**config.mk**
```make
export PLATFORM = sky130hd
export DESIGN_NAME = free_list_releaser_flat
export DESIGN_NICKNAME = d
export VERILOG_FILES = /design/src/rtl/free_list_releaser_if.sv /design/src/rtl/free_list_releaser.sv /design/src/flat_wrapper.sv
export SDC_FILE = /design/constraint.sdc
export NUM_CORES = 1
export LEC_CHECK = 0
export CORE_MARGIN = 2
export CORE_UTILIZATION = 30
export CTS_CLUSTER_SIZE = 12
export DETAILED_ROUTE_END_ITERATION = 10
export SETUP_SLACK_MARGIN = 0.5
export SKIP_CTS_REPAIR_TIMING = 1
export SLEW_MARGIN = 40
export SYNTH_ARGS = -nofsm -noshare
export SYNTH_HDL_FRONTEND = slang
export SYNTH_SLANG_ARGS = --single-unit
```
**constraint.sdc**
```tcl
create_clock -name clk -period 5.4 [get_ports clk]
set_input_delay 0.81 -clock clk [delete_from_list [all_inputs] [get_ports clk]]
set_output_delay 0.81 -clock clk [all_outputs]
set_load 0.03 [all_outputs]
```
**src/rtl/free_list_releaser_if.sv**
```systemverilog
`default_nettype none
// ============================================================================
// Module   : free_list_releaser_if
// Brief    : Retire-side and free-list-side handshake bundle for the
//            free list releaser (ROB T_old slots in, single PR enqueue out).
// Revision : 1.0 - initial release
// ============================================================================
interface free_list_releaser_if #(
   parameter int RETIRE_WIDTH = 2,
   parameter int PR_W         = 6
);
   logic [RETIRE_WIDTH-1:0]           retire_valid;
   logic [RETIRE_WIDTH-1:0][PR_W-1:0] retire_told;
   logic                              retire_stall;
   logic                              enqueue_en;
   logic [PR_W-1:0]                   enqueue_pr;
   logic                              was_enqueued;

   // The releaser: consumes retire slots, produces enqueue requests
   modport master (
      input  retire_valid, retire_told, was_enqueued,
      output retire_stall, enqueue_en, enqueue_pr
   );

   // The surroundings: ROB retire stage plus free_list enqueue port
   modport slave (
      output retire_valid, retire_told, was_enqueued,
      input  retire_stall, enqueue_en, enqueue_pr
   );
endinterface
`default_nettype wire

```
**src/rtl/free_list_releaser.sv**
```systemverilog
`default_nettype none
// ============================================================================
// Module   : free_list_releaser
// Brief    : Buffers stale physical registers (T_old) of retiring instructions
//            in a small FIFO and returns them to free_list one per cycle.
// Revision : 1.0 - initial release
// ============================================================================
module free_list_releaser #(
   parameter int DEPTH           = 8,
   parameter int RETIRE_WIDTH    = 2,
   parameter int PHYS_REG_IDX_SZ = 5
) (
   input  wire logic                          clk,
   input  wire logic                          reset,
   free_list_releaser_if.master               bus,
   output logic [$clog2(DEPTH):0]             pending_count,
   output logic                               empty
);
   localparam int PR_W  = PHYS_REG_IDX_SZ + 1;
   localparam int PTR_W = $clog2(DEPTH);
   localparam int CNT_W = PTR_W + 1;
   localparam logic [CNT_W-1:0] DEPTH_C = CNT_W'(DEPTH);
   localparam logic [CNT_W-1:0] RW_C    = CNT_W'(RETIRE_WIDTH);

   logic [PR_W-1:0]                    mem [DEPTH];
   logic [PTR_W-1:0]                   head;
   logic [PTR_W-1:0]                   tail;
   logic [CNT_W-1:0]                   count;
   logic [CNT_W-1:0]                   push_cnt;
   logic [RETIRE_WIDTH-1:0]            wr_en;
   logic [RETIRE_WIDTH-1:0][PTR_W-1:0] wr_idx;
   logic                               pop;

   // Compact the non-zero valid slots onto consecutive tail positions; a slot
   // only writes while room remains as seen from the registered count, so a
   // same-cycle pop never makes room for a push.
   always_comb begin
      push_cnt = '0;
      wr_en    = '0;
      wr_idx   = '0;
      for (int i = 0; i < RETIRE_WIDTH; i++) begin
         wr_idx[i] = tail + push_cnt[PTR_W-1:0];
         if (bus.retire_valid[i] && (bus.retire_told[i] != '0) &&
             ((count + push_cnt) < DEPTH_C)) begin
            wr_en[i] = 1'b1;
            push_cnt = push_cnt + CNT_W'(1);
         end
      end
   end

   // Everything visible to free_list and the ROB derives from registered state
   assign pop            = (count != '0) && bus.was_enqueued;
   assign bus.enqueue_en = (count != '0);
   assign bus.enqueue_pr = (count != '0) ? mem[head] : '0;
   assign bus.retire_stall = (DEPTH_C - count) < RW_C;
   assign pending_count  = count;
   assign empty          = (count == '0);

   // Pointer and occupancy update; reset discards anything buffered
   always_ff @(posedge clk) begin
      if (reset) begin
         head  <= '0;
         tail  <= '0;
         count <= '0;
      end else begin
         tail  <= tail + push_cnt[PTR_W-1:0];
         head  <= head + PTR_W'(pop);
         count <= count + push_cnt - CNT_W'(pop);
      end
   end

   // Entry storage; contents are meaningless unless covered by count
   always_ff @(posedge clk) begin
      if (!reset) begin
         for (int i = 0; i < RETIRE_WIDTH; i++) begin
            if (wr_en[i]) mem[wr_idx[i]] <= bus.retire_told[i];
         end
      end
   end

   // Retiring while stalled is a ROB protocol violation
   a_no_retire_on_stall : assert property (@(posedge clk) disable iff (reset)
      !(bus.retire_stall && (|bus.retire_valid)));

endmodule
`default_nettype wire

```
**src/flat_wrapper.sv**
```systemverilog
// flat-port wrapper written by rule: the top's interface ports become plain ports
module free_list_releaser_flat 
#(
   parameter int DEPTH           = 8,
   parameter int RETIRE_WIDTH    = 2,
   parameter int PHYS_REG_IDX_SZ = 5
)
  (clk, reset, pending_count, empty, bus_retire_valid, bus_retire_told, bus_was_enqueued, bus_retire_stall, bus_enqueue_en, bus_enqueue_pr);
  free_list_releaser_if #(.RETIRE_WIDTH(RETIRE_WIDTH), .PR_W(((5) + 1))) bus_i ();
  input  wire logic clk;
  input  wire logic reset;
  output logic [$clog2(DEPTH):0] pending_count;
  output logic empty;
  input wire logic [$bits(bus_i.retire_valid)-1:0] bus_retire_valid;
  input wire logic [$bits(bus_i.retire_told)-1:0] bus_retire_told;
  input wire logic [$bits(bus_i.was_enqueued)-1:0] bus_was_enqueued;
  output wire logic [$bits(bus_i.retire_stall)-1:0] bus_retire_stall;
  output wire logic [$bits(bus_i.enqueue_en)-1:0] bus_enqueue_en;
  output wire logic [$bits(bus_i.enqueue_pr)-1:0] bus_enqueue_pr;
  assign bus_i.retire_valid = bus_retire_valid;
  assign bus_i.retire_told = bus_retire_told;
  assign bus_i.was_enqueued = bus_was_enqueued;
  assign bus_retire_stall = bus_i.retire_stall;
  assign bus_enqueue_en = bus_i.enqueue_en;
  assign bus_enqueue_pr = bus_i.enqueue_pr;
  free_list_releaser #(.DEPTH(DEPTH), .RETIRE_WIDTH(RETIRE_WIDTH), .PHYS_REG_IDX_SZ(PHYS_REG_IDX_SZ)) u_core (.clk(clk), .reset(reset), .bus(bus_i), .pending_count(pending_count), .empty(empty));
endmodule
```
==> impl_metrics.yaml, run 1 <==
drt:
  routed_wirelength_mm: 7.81
  ant_nets: 0
  drtPass1Iterations: 5
  routedWlPerCell_um: 18.6
  drc: 0
  via_per_inst: 4.95
  drt-initial-drc-count: 126
  num_vias: 2076
sta:
  hold_viol_final: 0
  drv_slew: 0
  finalCriticalPeriod_ps: 4480
  rsz0062_at_grt: "no"
  maxSlewHeadroom_pct: 49.5
  clock_skew_ps: 8.56
  setup_tns_ps: 0
  max_freq_mhz: 223
  worst_pin_slew_ps: 757
  setup_viol: 0
  timing.hold.ws_ps: 647
  finalCritPeriodShare_pct: 83.0
  setup_slack_ps: 918
global_route:
  met3_usage_pct: 4.15
  antenna_found_initial: 0
  grt_pass1_wl_mm: 12.4
  use_met2_pct: 23.5
  grt_pass1_vias: 2234
  met1_usage_pct: 18.2
  grt_max_degree: 14
  grtUsageTotal_pct: 14.3
  overflow: 0
  grt.busiest_layer: "met2"
final_layout:
  antenna_cells: 0
  design_area_mm2: 0.00402
  final_cell_mix: "mux2_2, edfxtp_1, clkdlybuf4s50_1, nor2_1"
  syn2layout_area_growth_pct: 20.7
  utilization_pct: 37.0
  layoutNonFillerInstCount: 419
  fin_nets: 309
  drive_gt1_share_pct: 32.6
logic_synthesis:
  synth_mux_area_share_pct: 26.2
  synth_simple_gate_area_share_pct: 6.66
  synth_top_family_by_area: "multiplexers"
  synth_seq_cells: 58
  synthAdderAreaFrac_pct: 6.47
  syn-num-nets: 267
  seq_area_frac_synth_pct: 49.3
  synth-xor-area-share_pct: 1.84
  synth_compound_area_share_pct: 7.26
  synth_area_mm2: 0.00333
  synth_warnings: 0
  syn_inst: 234
  synth_area_per_cell_um2: 14.2
  synth.distinct_cells: 35
pwr:
  p_total_mw: 1.73
  p_per_area_mw_per_mm2: 431
  peakVddDrop_mv: 0.251
  leakagePower_nw: 1.34
worst_setup_path:
  cp.arrival_ps: 4450
  r2r_slack_ps: 1940
  cp_slowest_cell: "a2111oi_4"
  cp_max_fo: 9
  cp_cell_sequence: "clkdlybuf4s50_1 -> or4_1 -> o211ai_2 -> inv_2 -> ha_1 -> ha_1 -> nor2_1 -> nand3_1 -> a2111oi_4 -> o21bai_1"
  reg2reg_from: "u_core.pending_count[0]$_SDFF_PP0_"
  cp-end-kind: "flip-flop"
  crit-reg2reg-capture: "u_core.mem[5][2]$_DFFE_PP_"
  critPathMaxStageDelay_ps: 670
  r2r_cells: 11
  cp_top_family: "compound AO/OA/AOI/OAI gates"
  crit_path_frequent_cell: "ha_1"
  crit_type: "in -> reg"
  worst-path-buf-inv: 2
  required_ps: 5370
  cp-start-kind: "input pin"
clock_network:
  clk_pin_slew_worst_paths_ps: 60
  worst_skew_pair.late_latency_ps: 340
  cts_buffers: 9
  htree_levels: 3
  clockBufferDepth: 2
  cts_tree: "done"
  cts-root-buf: "clkbuf_8"
  cts_num_sinks: 58
worst_hold_path:
  hp-start: "u_core.tail[2]$_SDFF_PP0_"
  hold_class: "reg -> reg"
  whs_endpoint: "u_core.tail[2]$_SDFF_PP0_"
  whs_path_depth: 2
placement:
  dp.cells: 405
  place_hpwl_mm: 5.53
  place_ws_ps: 611
  port_buffers: 29
  place_congestion: 0.840
  place_area_mm2: 0.00385
floorplanning:
  coreArea_mm2: 0.0108
  initial_utilization_pct: 30.7
  dieHeight_um: 109
  die_area_mm2: 0.0119
  rows: 38
  die_w_um: 109
  ios: 30
status:
  outcome: "finished, final reports clean"
flow_run:
  max_cap_violations: 0
## kinds of logic after synthesis
family / after synthesis
fa+ha+maj: 16
simple gates: 46
buf+inv: 20
xor+xnor: 7
mux: 66
flops: 58
compound gates: 21
## tightest hold or removal path, delay by kind of cell, from the launching register on
family | cells | cell delay (ps)
flops | 1 | 380
simple gates | 1 | 50
xor+xnor | 1 | 180
## how the worst max path moves through the flow
| stage | startpoint | end | slack, ps | depth (start not counted) |
|---|---|---|---|---|
| 2_1_floorplan | bus_retire_told[1] | u_core.mem[1][0]$_DFFE_PP_ | 1720 | 9 |
| 3_3_place_gp | bus_retire_told[1] | u_core.mem[1][2]$_DFFE_PP_ | 680 | 11 |
| 3_5_place_dp | bus_retire_told[0] | u_core.mem[1][2]$_DFFE_PP_ | 610 | 10 |
| 4_1_cts | bus_retire_told[0] | u_core.mem[1][1]$_DFFE_PP_ | 940 | 10 |
| 5_1_grt | bus_retire_told[0] | u_core.mem[5][3]$_DFFE_PP_ | 730 | 10 |
| 6_report | bus_retire_told[3] | u_core.mem[5][2]$_DFFE_PP_ | 920 | 10 |
## registers in the layout, summed over array words and instances, names as in the netlist
name,cells
u_core.pending_count,4
u_core.tail,3
u_core.head,3
u_core.mem,48
## cell type report
cell class | count | area, µm²
tap | 140 | 175
sequential | 58 | 1640
inverter | 15 | 56.3
clock buffer | 10 | 128
timing repair buffer | 36 | 343
clock inverter | 4 | 21.3
fill | 1085 | 6830
multi-input combinational | 156 | 1650
## Yosys cell counts
cell / count / area share [%]
o21bai_1: 4 / 0.90
a21o_1: 1 / 0.23
o2111a_1: 1 / 0.34
nand2b_1: 1 / 0.19
mux2i_1: 6 / 1.8
fa_1: 2 / 1.2
or4_1: 1 / 0.23
xnor2_1: 4 / 1.1
nor3_1: 1 / 0.15
a2111oi_4: 4 / 3.3
buf_1: 2 / 0.23
edfxtp_1: 48 / 43
o2111ai_1: 4 / 1.1
nor2b_1: 5 / 0.94
inv_2: 1 / 0.11
nand3_1: 5 / 0.75
mux2_2: 48 / 16
mux4_2: 12 / 8.1
or2_2: 1 / 0.19
ha_1: 14 / 5.3
inv_1: 14 / 1.6
o21ai_0: 2 / 0.30
nand4_1: 1 / 0.19
and2_1: 1 / 0.19
nand2_1: 6 / 0.68
nor2_1: 19 / 2.1
or3_1: 2 / 0.38
o31ai_1: 2 / 0.45
o211ai_2: 1 / 0.38
and3_1: 2 / 0.38
xor2_1: 3 / 0.79
a21oi_1: 2 / 0.30
and4_1: 1 / 0.26
dfxtp_1: 10 / 6.0
clkbuf_1: 3 / 0.34
## per-layer routing
layer	vias to the layer above	wire length, µm
li1	995	-
met1	1019	3600
met2	50	3760
met3	12	322
met4	0	129
met5	-	0
## report_power, final
| part | switching [mW] | internal [mW] | total (mW) |
|---|---|---|---|
| registers | 0.0735 | 0.560 | 0.634 |
| clock network | 0.166 | 0.158 | 0.324 |
| logic | 0.424 | 0.350 | 0.774 |
Power figures use the tool's default switching activity.
==> run 2: changes to the inputs <==
==> constraint.sdc (replaced) <==
create_clock -name clk -period 4.6 [get_ports clk]
set_input_delay 0.69 -clock clk [delete_from_list [all_inputs] [get_ports clk]]
set_output_delay 0.69 -clock clk [all_outputs]
set_load 0.03 [all_outputs]
==> run 2 against run 1 <==
Compared with the run above:
- final area is 2.4% higher
- critical path type unchanged
- largest cell class is now sequential cells
- non-clock buffer count is 7 higher
- core utilization rose by 0.88 points
- clock-buffer cell count is the same
- sequential cell count is the same
- cell count rose by 2.1%
- wire length is 1.5% higher
- first-iteration DRC count down 42%
- sequential power grew 17%
- clock power is 57% higher
==> impl_metrics.yaml, run 2 (synthesized netlist as in run 1, its figures left out) <==
drt:
  routed_wirelength_mm: 7.93
  drtPass1Iterations: 4
  drc: 0
  num_vias: 2112
  routedWlPerCell_um: 18.5
  via_per_inst: 4.93
  drt-initial-drc-count: 73
  ant_nets: 0
sta:
  drv_slew: 0
  setup_viol: 0
  finalCriticalPeriod_ps: 3780
  hold_viol_final: 0
  worst_pin_slew_ps: 833
  finalCritPeriodShare_pct: 82.1
  rsz0062_at_grt: "no"
  maxSlewHeadroom_pct: 44.1
  clock_skew_ps: 6.95
  max_freq_mhz: 265
  setup_tns_ps: 0
  timing.hold.ws_ps: 631
clock_network:
  clockBufferDepth: 2
  worst_skew_pair.late_latency_ps: 340
  htree_levels: 3
  clk_pin_slew_worst_paths_ps: 60
  cts_tree: "done"
  cts_buffers: 9
  cts-root-buf: "clkbuf_8"
  cts_num_sinks: 58
floorplanning:
  die_w_um: 109
  coreArea_mm2: 0.0108
  ios: 30
  die_area_mm2: 0.0119
  rows: 38
  initial_utilization_pct: 30.7
  dieHeight_um: 109
worst_setup_path:
  cp-start-kind: "input pin"
  required_ps: 4690
  cp.arrival_ps: 3870
  crit_type: "in -> reg"
  reg2reg_from: "u_core.pending_count[0]$_SDFF_PP0_"
  cp_max_fo: 7
  cp-end-kind: "flip-flop"
  critPathLaunch: "bus_retire_told[1]"
status:
  outcome: "finished, final reports clean"
final_layout:
  seqCellArea_mm2: 0.00164
  multiInputGateArea_mm2: 0.00163
  antenna_cells: 0
  largest_reg_flops: 48
  syn2layout_area_growth_pct: 23.5
  utilization_pct: 37.9
  drive_gt1_share_pct: 34.4
  final_cell_mix: "mux2_2, edfxtp_1, clkdlybuf4s50_1, nor2_1"
  n_fill_cell: 1072
  fin_nets: 316
flow_run:
  max_cap_violations: 0
global_route:
  antenna_found_initial: 0
  grtUsageTotal_pct: 14.7
  overflow: 0
  grt_max_degree: 14
  grt_pass1_wl_mm: 12.5
  grt_pass1_vias: 2238
placement:
  port_buffers: 29
  place_congestion: 0.855
  place_hpwl_mm: 5.71
worst_hold_path:
  hp-start: "u_core.tail[2]$_SDFF_PP0_"
  hold_class: "reg -> reg"
pwr:
  p_per_area_mw_per_mm2: 523
  peakVddDrop_mv: 0.346
  leakagePower_nw: 1.40
==> run 2: cell type report <==
type                            instances  area share (%)
Sequential cell                        58            40.0
Tap cell                              140            4.26
Clock buffer                           10            3.11
Multi-Input combinational cell        156            39.7
Clock inverter                          6            1.98
Timing Repair Buffer                   43            9.62
Inverter                               15            1.37
==> run 2: metal layers <==
layer	share of wire (%)	wire, µm	up-vias	GRT usage, %
met5	0	0	-	0
met4	2.0	161	0	5.42
met3	5.0	393	12	4.21
met2	47	3730	57	23.8
met1	46	3650	1038	18.8
li1	-	-	1005	-
==> run 2: critical path, cell delays in order <==
cell and delay [ps]:
clkdlybuf4s50_1 450, or4_1 600, o211ai_2 340, inv_2 70
ha_1 190, ha_1 300, nor2_1 140, nand3_1 200
a2111oi_4 330, buf_4 220, mux2_2 330
==> run 2: where the power goes <==
group / internal (mW) / switching (mW)
logic: 0.411 / 0.488
registers: 0.658 / 0.0852
clock network: 0.301 / 0.207
total: 1.37 / 0.780
==> run 2: path summary, 6_finish.rpt <==
check / to / slack, ps / cells past startpoint
setup / recovery: u_core.mem[1][5]$_DFFE_PP_ / 820 / 11
hold / removal: u_core.tail[2]$_SDFF_PP0_ / 630 / 2
hold reg to reg: u_core.tail[2]$_SDFF_PP0_ / 630 / 2
setup reg to reg: u_core.mem[1][5]$_DFFE_PP_ / 1660 / 12
==> run 2: through the flow <==
stage | instance area (µm²) | power [mW] | std cells | setup slack [ps]
final | 4110 | 2.15 | 428 | 822
after global placement | 3880 | 1.65 | 412 | 585
after detailed placement | 3900 | 1.66 | 412 | 478
after floorplan | 3330 | 1.34 | 234 | 1040
after CTS | 4110 | 2.18 | 428 | 849
after global routing | 4110 | 2.28 | 428 | 653
